`config.mk`:
```
export PLATFORM = sky130hd
export DESIGN_NAME = handshake_const_check
export DESIGN_NICKNAME = d
export VERILOG_FILES = /design/src/rtl/handshake_const_check.sv
export SDC_FILE = /design/constraint.sdc
export NUM_CORES = 1
export LEC_CHECK = 0
export BUFFER_PORTS_ARGS = -buffer_cell sky130_fd_sc_hd__buf_2
export CAP_MARGIN = 5
export CORE_ASPECT_RATIO = 1.25
export CORE_MARGIN = 3
export CORE_UTILIZATION = 30
export CTS_BUF_LIST = sky130_fd_sc_hd__clkbuf_4 sky130_fd_sc_hd__clkbuf_8 sky130_fd_sc_hd__clkbuf_16
export CTS_CLUSTER_SIZE = 16
export DETAILED_ROUTE_END_ITERATION = 8
export GPL_ROUTABILITY_DRIVEN = 0
export GPL_TIMING_DRIVEN = 1
export PLACE_DENSITY = 0.53
export SETUP_SLACK_MARGIN = 0.2
export SYNTH_ARGS = -nofsm -noshare
export SYNTH_HDL_FRONTEND = slang
export SYNTH_SLANG_ARGS = --single-unit
export TNS_END_PERCENT = 30
```
`constraint.sdc`:
```
create_clock -name clk -period 1.85 [get_ports clk]
set_clock_uncertainty 0.15 [all_clocks]
set_input_delay 0 -clock clk [delete_from_list [all_inputs] [get_ports clk]]
set_output_delay 0 -clock clk [all_outputs]
set_load 0.1 [all_outputs]
```
`src/rtl/handshake_const_check.sv`:
```
// handshake_const_check
//   Sink for a constant-producing valid/ready data channel. Every accepted token
//   is compared against EXPECTED; saturating match/mismatch counters and a sticky
//   error (with the first offending value) record the outcome. One dataless
//   control token is returned upstream per accepted input, buffered by a
//   two-entry credit counter so the block keeps full throughput.
// Ports
//   clk, rst         clock, asynchronous active-high reset
//   ins, ins_valid   input data token and its valid
//   ins_ready        block can accept a token (pending < 2)
//   ctrl_valid       control token available (pending != 0)
//   ctrl_ready       downstream takes the control token
//   match_count      accepted tokens equal to EXPECTED (saturating)
//   mismatch_count   accepted tokens differing from EXPECTED (saturating)
//   error            sticky: a mismatch has been seen since reset
//   first_bad        value of the first mismatching token, 0 until error
module handshake_const_check #(
  parameter int          DATA_WIDTH = 32,
  parameter logic [31:0] EXPECTED   = 32'hB902,
  parameter int          CNT_WIDTH  = 16
) (
  input  logic                  clk,
  input  logic                  rst,
  input  logic [DATA_WIDTH-1:0] ins,
  input  logic                  ins_valid,
  output logic                  ins_ready,
  output logic                  ctrl_valid,
  input  logic                  ctrl_ready,
  output logic [CNT_WIDTH-1:0]  match_count,
  output logic [CNT_WIDTH-1:0]  mismatch_count,
  output logic                  error,
  output logic [DATA_WIDTH-1:0] first_bad
);

  // Reference value resized to the data width (zero-extended or truncated).
  localparam logic [DATA_WIDTH-1:0] EXP_VAL = DATA_WIDTH'(EXPECTED);

  typedef enum logic {
    ST_OK   = 1'b0,
    ST_FAIL = 1'b1
  } state_t;

  // Saturating increment: holds at all-ones instead of wrapping.
  function automatic logic [CNT_WIDTH-1:0] sat_inc(input logic [CNT_WIDTH-1:0] v);
    return (&v) ? v : v + CNT_WIDTH'(1);
  endfunction

  logic [1:0] pending;
  state_t     state;
  logic       acc;
  logic       emt;
  logic       eq;

  // Handshakes use only registered flags, so there is no combinational path
  // from ctrl_ready to ins_ready or from ins_valid to ctrl_valid.
  assign ins_ready  = (pending != 2'd2);
  assign ctrl_valid = (pending != 2'd0);
  assign acc        = ins_valid & ins_ready;
  assign emt        = ctrl_valid & ctrl_ready;
  assign eq         = (ins == EXP_VAL);
  assign error      = (state == ST_FAIL);

  // Control credit: one pending control token per accepted input.
  always_ff @(posedge clk or posedge rst) begin
    if (rst) begin
      pending <= 2'd0;
    end else begin
      pending <= pending + {1'b0, acc} - {1'b0, emt};
    end
  end

  // Statistics: only touched on acceptance, so ins is ignored while idle.
  always_ff @(posedge clk or posedge rst) begin
    if (rst) begin
      match_count    <= '0;
      mismatch_count <= '0;
    end else if (acc) begin
      if (eq) match_count    <= sat_inc(match_count);
      else    mismatch_count <= sat_inc(mismatch_count);
    end
  end

  // Sticky failure FSM; first_bad is captured only on the OK -> FAIL edge.
  always_ff @(posedge clk or posedge rst) begin
    if (rst) begin
      state     <= ST_OK;
      first_bad <= '0;
    end else begin
      case (state)
        ST_OK: begin
          if (acc && !eq) begin
            state     <= ST_FAIL;
            first_bad <= ins;
          end
        end
        ST_FAIL: state <= ST_FAIL;
        default: state <= ST_OK;
      endcase
    end
  end

endmodule
```
; Word level (Yosys, flattened, before mapping)
; Index checks and enable logic that the tools add are counted.
[totals]
reg_bits = 67
[classes]
n_eq_ne = 2
mux = 2
n_addsub = 4
n_bitwise = 6
reduce_logical = 8
[ops]
columns = operator, n
row1 = "adder 16 x 1 -> 16 bit, second input constant", 2
row2 = "equality test 32 x 16 -> 1 bit, second input constant", 1
row3 = AND reduction 16 bit, 2
row4 = AND reduction 3 bit, 2
row5 = inverter 1 bit, 4
row6 = adder 2 x 1 -> 2 bit, 1
row7 = bitwise AND 1 bit, 2
row8 = "inequality test 2 bit, second input constant", 1
row9 = case mux 1 bit (2 select lines), 1
row10 = AND reduction 2 bit, 1
row11 = nonzero test 2 bit, 1
row12 = subtractor 2 x 1 -> 2 bit, 1
row13 = logical AND 1 bit, 1
row14 = logical NOT 1 bit, 1
row15 = 2-to-1 mux 1 bit, 1

; Logic depth before layout (Yosys ltp)
; Gate-level depths: netlist of run 1.
[logic_depth]
depth_word = 5
ltp_mapped = 7

; Least setup slack after synthesis of run 1
; Ideal clock, no wire load.
[synth_path]
path_kind = reg2reg
start = register mismatch_count[2]
end = register mismatch_count[15]
path_buffers = 0
path_stages_with_launch = 7
slack_ps = -849
arrival_time_ps = 2388
path_cell_list = dfrtp_1 and3_1 and2_1 nand3_1 or4_1 nor3_1 xor2_1
[synth_via]
elab_chain_len = 3
[synth_lines]
columns = element, line_no
row1 = from (decl), 30  ; output logic [CNT_WIDTH-1:0] mismatch_count,
row2 = from (signal assigned), 79  ; else mismatch_count <= sat_inc(mismatch_count);
row3 = branches (longest 3 deep; another with adder 16 x 1 -> 16 bit), n/a
; Parallel ways; which one is timed is not known.
; A chain may end at the register's enable or synchronous reset.

; Final worst setup path of run 1
[layout_path]
start = register pending[1]
end = register first_bad[28]
[layout_via]
elab_chain_len = 4
[layout_lines]
columns = element, line_no
row1 = from (decl), 48  ; logic [1:0] pending;
row2 = from (signal assigned), 68  ; pending <= pending + {1'b0, acc} - {1'b0, emt};
row3 = inequality test 2 bit, 56  ; assign ins_ready = (pending != 2'd2);
row4 = bitwise AND 1 bit, 58  ; assign acc = ins_valid & ins_ready;
row5 = logical AND 1 bit, 91  ; if (acc && !eq) begin
row6 = AND reduction 2 bit (no line), n/a
row7 = to (signal assigned), 93  ; first_bad <= ins;
row8 = to (decl), 32  ; output logic [DATA_WIDTH-1:0] first_bad
; No other way between the ends.

==> impl_metrics.env, run 1 <==
export IMPL_port_buffer_count=102
export IMPL_p_per_area_nw_per_um2=1319
export IMPL_final_area_sq_um=5290
export IMPL_dpl_hpwl_mm=5.361
export IMPL_cpPeakStageDelay_ns=0.40
export IMPL_clkLatencyLatePin_ns=0.32
export IMPL_status="complete, but fails checks"
export IMPL_path_cells="buf_6 > nand2b_4 > nand2_4 > or3_4 > clkbuf_16 > mux2_4"
export IMPL_synth_top_area_share_pct=57.61
export IMPL_p_sw_uw=2990
export IMPL_max_slew_margin_pct=66.18
export IMPL_antenna_found_initial=0
export IMPL_maxCapViolCount=0
export IMPL_failed_checks="setup timing"
export IMPL_grt_pass1_vias=2685
export IMPL_antennaDiodeCount=0
export IMPL_crit_required_ns=1.91
export IMPL_placed_area_sq_um=4081
export IMPL_setup_violations_final=16
export IMPL_via_per_inst=4.633
export IMPL_worstPathArrival_ns=1.94
export IMPL_startpoint_type="register"
export IMPL_cts_buffer_depth=2
export IMPL_crit_fanout=16
export IMPL_dr_pass1_iters=4
export IMPL_hold_path_class="in2async"
export IMPL_p_leak_uw=0.002728
export IMPL_ys_ff_latch=67
export IMPL_timing_final_crit_share_pct=101.8
export IMPL_drc=0
export IMPL_cts_tree="built"
export IMPL_yosys_most_used_dff="dfrtp_1"
export IMPL_area_growth_pct=81.77
export IMPL_grt_pass1_wl_mm=13.39
export IMPL_worst_slack_ns=-0.03291
export IMPL_n_fill_cell=779
export IMPL_ys_seq_area_share_pct=57.61
export IMPL_netlist_top_cells_area="dfrtp_1 58%, mux2_2 12%, xnor2_1 7.5%"
export IMPL_rsz0062_at_grt="yes"
export IMPL_num_io_pins=103
export IMPL_dieHeight_microns=116.1
export IMPL_async_reset_ff_share_pct=100.0
export IMPL_syn_area_sq_um=2910
export IMPL_routedWlPerCell_microns=14.84
export IMPL_crit_type="reg2reg"
export IMPL_synth_warning_count=0
export IMPL_dp_slack_ns=-0.3196
export IMPL_grt_max_degree=36
export IMPL_finalHoldViolations=0
export IMPL_ant_nets=0
export IMPL_end_kind="register"
export IMPL_routed_wl_mm=8.398
export IMPL_power_share_sequential_pct=26.7
export IMPL_startpoint="pending[1]"
export IMPL_yosys_area_top_type="dfrtp_1"
export IMPL_p_int_uw=3987
export IMPL_fin_nets=478
export IMPL_clock_power_share_pct=28.1
export IMPL_critPathSlowestCell="dfrtp_1"
export IMPL_row_count=39
export IMPL_initial_utilization_pct=31.23
export IMPL_synth_edf_count=0
export IMPL_clk_pin_slew_worst_paths_ns=0.05
export IMPL_avgSynthCellArea_sq_um=12.88
export IMPL_drtIter0Drc=43
export IMPL_tightest_slew_ns=0.5108
export IMPL_place_inst=499
export IMPL_synth_nets=266
export IMPL_overflow=0
export IMPL_cts_root_buf="clkbuf_16"
export IMPL_cts_buffers_inserted=9
export IMPL_ir_drop_uv=1069
export IMPL_worst_hold_slack_ns=0.04919
export IMPL_synthCells=226
export IMPL_synth_cell_types=26
export IMPL_period_needed_ns=1.883
export IMPL_report_final_slew_viol_count=0
export IMPL_finalPower_uw=6977
export IMPL_switching_share_pct=42.85
export IMPL_drive_gt1_share_pct=67.95
export IMPL_h_tree_depth=3
export IMPL_coreArea_sq_um=9320
export IMPL_dieWidth_microns=94.10
export IMPL_r2r_start="pending[1]"
export IMPL_stdcell_count=566
export IMPL_grt_use_total_pct=15.64
export IMPL_p_comb_share_pct=45.3
export IMPL_dieArea_sq_um=10930
export IMPL_numClockSinks=67
export IMPL_dr_total_vias=2622
export IMPL_fmax_mhz=531.1
==> per-layer routing <==
metal	vias to the layer above	part of all wire (%)	routed length [microns]	track usage (%)
met5	-	0	0	0
met2	93	49	4119	26.10
li1	1228	-	-	-
met4	0	1.2	98	4.624
met3	11	6.8	573	4.317
met1	1290	43	3607	19.90
==> per-stage QoR <==
step | utilization [%] | setup TNS (ns)
2_1_floorplan | - | -13.58
3_3_place_gp | 43.79 | -15.10
3_5_place_dp | 43.79 | -15.07
4_1_cts | 55.16 | -0.05172
5_1_grt | 56.76 | -2.146
6_report | 56.76 | -0.3944
==> sequential cells by signal, summed over array words and instances (netlist names) <==
register	cells
first_bad	32
mismatch_count	16
error	1
match_count	16
pending	2
==> power groups by stage <==
| stage | clock network (uW) | logic, uW | registers [uW] |
|---|---|---|---|
| after CTS | 2010 | 3140 | 1850 |
| after global placement | 0 | 2750 | 1870 |
| after floorplan | 0 | 617 | 3430 |
| after global routing | 2090 | 3300 | 1890 |
| final | 1960 | 3160 | 1860 |
| after detailed placement | 0 | 2790 | 1880 |
==> synthesized netlist by cell type, types with 2 or more instances <==
master   count
nor2_1      10
and3_1       6
buf_6        4
xnor2_1     25
dfrtp_1     67
inv_1        6
or2_2        2
mux2_2      32
ha_1         4
nand2_1     11
nor4b_1      3
and2_1       2
nand4_1     17
nand3_1     12
nor4_1       6
mux2_1       2
xor2_1       7
nor3_1       2
==> layout by cell type, fill, tap and decap left out, drive strengths merged, types with 7 or more instances in the layout <==
| cell type | instances |
|---|---|
| xor2 | 7 |
| nor2 | 10 |
| nand4 | 17 |
| nand3 | 12 |
| nor4 | 7 |
| xnor2 | 25 |
| nand2 | 11 |
| dlygate4sd3 | 33 |
| buf | 171 |
| dfrtp | 67 |
| mux2 | 34 |
| clkbuf | 13 |
==> layout make-up <==
class / count / area (sq um) / area share (%)
Multi-Input combinational cell: 147 / 1533 / 28.97
Inverter: 6 / 22.52 / 0.4257
Tap cell: 123 / 153.9 / 2.909
Timing Repair Buffer: 207 / 1516 / 28.67
Clock buffer: 11 / 246.5 / 4.659
Sequential cell: 67 / 1718 / 32.47
Clock inverter: 5 / 100.1 / 1.892
==> cell families after synthesis <==
family                     share of synthesized area, %
xor gates and xnor gates                          9.630
adders and majority gates                         1.720
buffers and inverters                             2.622
DFF                                               57.61
muxes                                             13.16
and+or+nand+nor                                   15.26
==> critical path: cells and delay by family (launching register included) <==
kind,cells,cell delay [ns]
flops,1,0.40
buf+inv,2,0.35
simple gates,3,0.57
mux,1,0.31
==> path summary, 6_finish.rpt <==
kind / endpoint / cells past startpoint / slack, ns
max reg2reg: first_bad[28] / 6 / -0.03
min: first_bad[13] / 3 / 0.05
min reg2reg: match_count[15] / 1 / 0.34
max in group asynchronous: mismatch_count[7] / 4 / 0.97
max: first_bad[28] / 6 / -0.03
min in group clk: pending[1] / 5 / 0.08
==> what timing repair did <==
action                                  CTS  global route
buffers inserted                         13             2
endpoints found under the setup margin   65            64
pin swaps                                30            21
hold buffers                             33             0
gates resized for setup                  58            17
cloned                                    1             2
endpoints found under the hold margin    99             0
Note: power is estimated with default switching activity, not from simulation.
==> inputs of run 2 (changes only) <==
--- a/config.mk
+++ b/config.mk
@@ -9,14 +9,15 @@
 export CAP_MARGIN = 5
 export CORE_ASPECT_RATIO = 1.25
 export CORE_MARGIN = 3
-export CORE_UTILIZATION = 30
+export CORE_UTILIZATION = 49
 export CTS_BUF_LIST = sky130_fd_sc_hd__clkbuf_4 sky130_fd_sc_hd__clkbuf_8 sky130_fd_sc_hd__clkbuf_16
 export CTS_CLUSTER_SIZE = 16
 export DETAILED_ROUTE_END_ITERATION = 8
 export GPL_ROUTABILITY_DRIVEN = 0
 export GPL_TIMING_DRIVEN = 1
-export PLACE_DENSITY = 0.53
+export PLACE_DENSITY = 0.77
 export SETUP_SLACK_MARGIN = 0.2
+export SKIP_CTS_REPAIR_TIMING = 1
 export SYNTH_ARGS = -nofsm -noshare
 export SYNTH_HDL_FRONTEND = slang
 export SYNTH_SLANG_ARGS = --single-unit
==> constraint.sdc (replaced) <==
create_clock -name clk -period 1.9 [get_ports clk]
set_clock_uncertainty 0.15 [all_clocks]
set_input_delay 0 -clock clk [delete_from_list [all_inputs] [get_ports clk]]
set_output_delay 0 -clock clk [all_outputs]
set_load 0.1 [all_outputs]
==> impl_metrics.env, run 2 (same netlist as run 1, synthesis figures left out) <==
export IMPL_end_kind="register"
export IMPL_cts_root_buf="clkbuf_8"
export IMPL_regMostFlops="first_bad"
export IMPL_dieHeight_microns=92.17
export IMPL_maxCapViolCount=0
export IMPL_max_slew_margin_pct=66.68
export IMPL_largest_reg_flops=32
export IMPL_routed_wl_mm=8.447
export IMPL_ant_nets=0
export IMPL_worstRegToRegCells=7
export IMPL_rsz0062_at_grt="yes"
export IMPL_p_per_area_nw_per_um2=1305
export IMPL_final_common_cell="buf_2"
export IMPL_clk_pin_slew_worst_paths_ns=0.08
export IMPL_status="complete, no violations"
export IMPL_numClockSinks=67
export IMPL_cts_tree="built"
export IMPL_place_inst=404
export IMPL_fin_util_pct=82.60
export IMPL_worst_slack_ns=0.03940
export IMPL_dr_pass1_iters=4
export IMPL_grt_pass1_vias=2135
export IMPL_ir_drop_uv=1399
export IMPL_worstPathArrival_ns=1.95
export IMPL_p_leak_uw=0.002274
export IMPL_rr_endpoint="mismatch_count[7]"
export IMPL_routedWlPerCell_microns=17.90
export IMPL_num_io_pins=103
export IMPL_period_needed_ns=1.861
export IMPL_report_final_slew_viol_count=0
export IMPL_cts_buffer_depth=2
export IMPL_fmax_mhz=537.5
export IMPL_overflow=0
export IMPL_r2r_start="mismatch_count[13]"
export IMPL_drive_gt1_share_pct=62.01
export IMPL_via_per_inst=5.343
export IMPL_crit_fanout=16
export IMPL_tightest_slew_ns=0.5032
export IMPL_h_tree_depth=3
export IMPL_timing_final_crit_share_pct=97.93
export IMPL_largestRegisters="first_bad x32, match_count x16, mismatch_count x16"
export IMPL_drtIter0Drc=131
export IMPL_met2WireLength_mm=4.355
export IMPL_startpoint_type="primary input"
export IMPL_wl_met3_microns=675
export IMPL_coreArea_sq_um=5593
export IMPL_top_layer="met4"
export IMPL_fin_nets=443
export IMPL_clkLatencyLatePin_ns=0.35
export IMPL_antenna_found_initial=0
export IMPL_grt_use_total_pct=19.47
export IMPL_cts_buffers_inserted=9
export IMPL_hold_path_class="in2async"
export IMPL_dr_total_vias=2522
export IMPL_port_buffer_count=102
export IMPL_crit_type="in2reg"
export IMPL_crit_required_ns=1.99
export IMPL_row_count=30
export IMPL_antennaDiodeCount=0
export IMPL_grt_pass1_wl_mm=10.21
export IMPL_initial_utilization_pct=52.04
export IMPL_finalHoldViolations=0
export IMPL_reg2reg_setup_slack_ns=0.05
export IMPL_final_cell_mix="102 x buf_2, 34 x dfrtp_2, 34 x dlygate4sd3_1, 33 x dfrtp_1, 32 x mux2_2"
export IMPL_dp_slack_ns=-0.2153
export IMPL_dieWidth_microns=74.93
export IMPL_wl_met1_mm=3.308
export IMPL_setup_violations_final=0
export IMPL_area_growth_pct=58.73
export IMPL_dieArea_sq_um=6906
export IMPL_drc=0
export IMPL_dpl_hpwl_mm=4.658
export IMPL_stdcell_count=472
export IMPL_grt_max_degree=50
==> run 2: changes by cell type in the layout (fill, tap and decap cells not counted), moves of 3 or more <==
cell and change:
buf_4 -31, mux2_2 +27, mux2_4 -27, clkbuf_16 -9, clkbuf_8 +8, nand3_2 -5
xnor2_1 +4, xnor2_2 -4, buf_6 -3, nand3_1 +3
==> run 2: metal layers <==
metal  GRT usage (%)  up-vias
li1                -     1157
met3           5.592       11
met1           23.58     1245
met4           8.012        0
met5               0        -
met2           31.76      109
==> run 2: worst max-delay path by stage <==
stage / from / endpoint / slack [ns] / cells after the start
finish: ins[24] / first_bad[15] / 0.04 / 7
global route: ins[24] / mismatch_count[7] / -0.09 / 10
CTS: match_count[0] / match_count[6] / 0.004 / 7
detailed placement: ins[27] / first_bad[0] / -0.22 / 7
global placement: ins[27] / first_bad[17] / -0.16 / 7
floorplan: mismatch_count[3] / mismatch_count[15] / -0.24 / 6
==> run 2: where the power goes <==
| part | total, uW | internal (uW) | switching, uW |
|---|---|---|---|
| Clock | 1320 | 755 | 568 |
| Combinational | 2870 | 703 | 2160 |
| Sequential | 1840 | 1670 | 169 |
==> run 2: area by class of cell <==
type                            instances  area, sq um
Clock inverter                          6        90.09
Inverter                                6        22.52
Sequential cell                        67         1719
Fill cell                             300        973.4
Tap cell                               64        80.08
Multi-Input combinational cell        147         1386
Clock buffer                           10        131.4
Timing Repair Buffer                  172         1190
==> run 2: per-stage QoR <==
| step | setup TNS [ns] | area (sq um) | total power, uW | hold slack [ns] |
|---|---|---|---|---|
| finish | 0 | 4619 | 6028 | 0.06541 |
| global route | -1.889 | 4619 | 6249 | 0.08882 |
| CTS | 0 | 3946 | 5724 | -0.4848 |
| detailed placement | -7.766 | 3725 | 4413 | -0.1124 |
| global placement | -6.033 | 3725 | 4371 | -0.1289 |
| floorplan | -8.828 | 3040 | 3944 | -0.01832 |
==> run 2: worst max-delay path, cell delays in order <==
cell,delay [ns]
buf_2,0.11
nor4_1,0.42
nand4_1,0.22
nor4_4,0.40
or3_4,0.25
clkbuf_16,0.19
mux2_2,0.35
==> inputs of run 3 (changes only) <==
--- a/config.mk
+++ b/config.mk
@@ -9,13 +9,14 @@
 export CAP_MARGIN = 5
 export CORE_ASPECT_RATIO = 1.25
 export CORE_MARGIN = 3
-export CORE_UTILIZATION = 49
+export CORE_UTILIZATION = 45
 export CTS_BUF_LIST = sky130_fd_sc_hd__clkbuf_4 sky130_fd_sc_hd__clkbuf_8 sky130_fd_sc_hd__clkbuf_16
+export CTS_CLUSTER_DIAMETER = 60
 export CTS_CLUSTER_SIZE = 16
 export DETAILED_ROUTE_END_ITERATION = 8
 export GPL_ROUTABILITY_DRIVEN = 0
 export GPL_TIMING_DRIVEN = 1
-export PLACE_DENSITY = 0.77
+export PLACE_DENSITY = 0.71
 export SETUP_SLACK_MARGIN = 0.2
 export SKIP_CTS_REPAIR_TIMING = 1
 export SYNTH_ARGS = -nofsm -noshare
==> impl_metrics.env, run 3 (same netlist as run 1, synthesis figures left out) <==
export IMPL_worst_slack_ns=0.04403
export IMPL_path_cells="nand2b_4 > nand2_4 > or3_4 > buf_12 > mux2_1"
export IMPL_fin_setup_tns_ns=0
export IMPL_dr_total_vias=2437
export IMPL_end_kind="register"
export IMPL_antenna_found_initial=0
export IMPL_regMostFlops="first_bad"
export IMPL_report_final_slew_viol_count=0
export IMPL_crit_type="reg2reg"
export IMPL_largest_reg_flops=32
export IMPL_placed_area_sq_um=3841
export IMPL_worst_hold_slack_ns=0.03664
export IMPL_h_tree_depth=3
export IMPL_maxCapViolCount=0
export IMPL_routedWlPerCell_microns=14.92
export IMPL_area_growth_pct=59.37
export IMPL_cts_tree="built"
export IMPL_critPathSlowestCell="or3_4"
export IMPL_hold_path_class="in2reg"
export IMPL_p_leak_uw=0.002287
export IMPL_dieArea_sq_um=7474
export IMPL_fin_nets=444
export IMPL_initial_utilization_pct=46.90
export IMPL_port_buffer_count=102
export IMPL_r2r_start="pending[0]"
export IMPL_coreArea_sq_um=6206
export IMPL_final_cell_mix="102 x buf_2, 34 x dfrtp_1, 33 x dfrtp_2, 33 x dlygate4sd3_1, 32 x buf_4"
export IMPL_routed_wl_mm=7.370
export IMPL_cpPeakStageDelay_ns=0.44
export IMPL_min_from="ins_valid"
export IMPL_cpLargestDelayFamily="simple AND/OR/NAND/NOR gates"
export IMPL_min_delay_path_depth=5
export IMPL_period_needed_ns=1.856
export IMPL_dp_slack_ns=-0.3389
export IMPL_num_io_pins=103
export IMPL_startpoint_type="register"
export IMPL_ir_drop_uv=1191
export IMPL_overflow=0
export IMPL_grt_max_degree=68
export IMPL_dieWidth_microns=77.93
export IMPL_max_slew_margin_pct=66.70
export IMPL_finalHoldViolations=0
export IMPL_drive_gt1_share_pct=64.55
export IMPL_dr_pass1_iters=4
export IMPL_cts_root_buf="clkbuf_8"
export IMPL_final_common_cell="buf_2"
export IMPL_setup_violations_final=0
export IMPL_worstPathArrival_ns=1.91
export IMPL_grt_pass1_wl_mm=10.20
export IMPL_clkLatencyLatePin_ns=0.33
export IMPL_status="complete, no violations"
export IMPL_drtIter0Drc=59
export IMPL_dieHeight_microns=95.91
export IMPL_crit_fanout=16
export IMPL_via_per_inst=4.933
export IMPL_rsz0062_at_grt="yes"
export IMPL_crit_buf_inv=1
export IMPL_reg2reg_setup_slack_ns=0.04
export IMPL_fmax_mhz=538.8
export IMPL_drc=0
export IMPL_worstRegToRegCells=5
export IMPL_grt_use_total_pct=17.44
export IMPL_clk_pin_slew_worst_paths_ns=0.08
export IMPL_rr_endpoint="first_bad[10]"
export IMPL_grt_pass1_vias=2188
export IMPL_numClockSinks=67
export IMPL_crit_required_ns=1.96
export IMPL_ant_nets=0
export IMPL_antennaDiodeCount=0
export IMPL_dpl_hpwl_mm=4.590
export IMPL_final_area_sq_um=4638
export IMPL_timing_final_crit_share_pct=97.68
export IMPL_p_per_area_nw_per_um2=1232
export IMPL_row_count=32
export IMPL_cts_buffers_inserted=9
export IMPL_hold_path_end="mismatch_count[12]"
export IMPL_cts_buffer_depth=2
export IMPL_largestRegisters="first_bad x32, match_count x16, mismatch_count x16"
export IMPL_tightest_slew_ns=0.5030
-- run 3: cell types whose count changed in the layout (fill, tap and decap cells not counted), moves of 2 or more --
cell,previous run,this run
clkbuf_4,1,3
nand2_4,1,3
nor2_1,6,4
xnor2_2,1,4
xnor2_1,24,21
nor4_2,0,2
nor2_2,2,6
nand3_1,9,7
bufinv_16,2,0
nor2_4,2,0
buf_4,28,32
clkinv_4,2,0
nor4_1,5,3
-- run 3: area by class of cell --
type                    count  area (sq um)
flip-flops and latches     67          1718
fillers                   402          1568
multi-input cells         147          1434
repair buffers            173          1180
clock buffers              13         160.2
well taps                  85         106.4
inverters                   6         22.52
clock inverters             3         17.52
-- run 3: how the worst max path moves through the flow --
| stage | from | to | cells past startpoint | slack (ns) |
|---|---|---|---|---|
| 2_1_floorplan | mismatch_count[3] | mismatch_count[15] | 6 | -0.24 |
| 3_3_place_gp | ins[24] | first_bad[5] | 7 | -0.30 |
| 3_5_place_dp | ins[24] | first_bad[9] | 7 | -0.34 |
| 4_1_cts | mismatch_count[0] | mismatch_count[5] | 7 | -0.09 |
| 5_1_grt | match_count[0] | match_count[13] | 7 | -0.04 |
| 6_report | pending[0] | first_bad[10] | 5 | 0.04 |
-- run 3: where the power goes --
group / switching (uW) / total, uW / internal (uW) / leakage (uW)
Combinational: 2150 / 2860 / 710 / 0.00138
Sequential: 146 / 1810 / 1670 / 0.000810
Clock: 495 / 1040 / 549 / 0.0000937
Total: 2790 / 5710 / 2930 / 0.00229
-- run 3: worst register-to-register path: cells and delay by family, from the launching register on --
family	cells	cell delay (ns)
simple gates	3	0.71
flops	1	0.38
mux	1	0.32
buf+inv	1	0.17
-- run 3: metal layers --
layer / GRT usage, % / up-vias / routed length [microns]
li1: - / 1160 / -
met1: 21.29 / 1182 / 2965
met2: 29.07 / 82 / 3761
met3: 4.401 / 13 / 526
met4: 8.309 / 0 / 115
met5: 0 / - / 0
-- run 3: per-stage QoR --
step	util (%)	power, uW	cells
floorplan	-	3944	226
global placement	61.90	4411	437
detailed placement	61.90	4441	437
CTS	64.76	5494	453
global route	74.74	5966	494
finish	74.74	5714	494
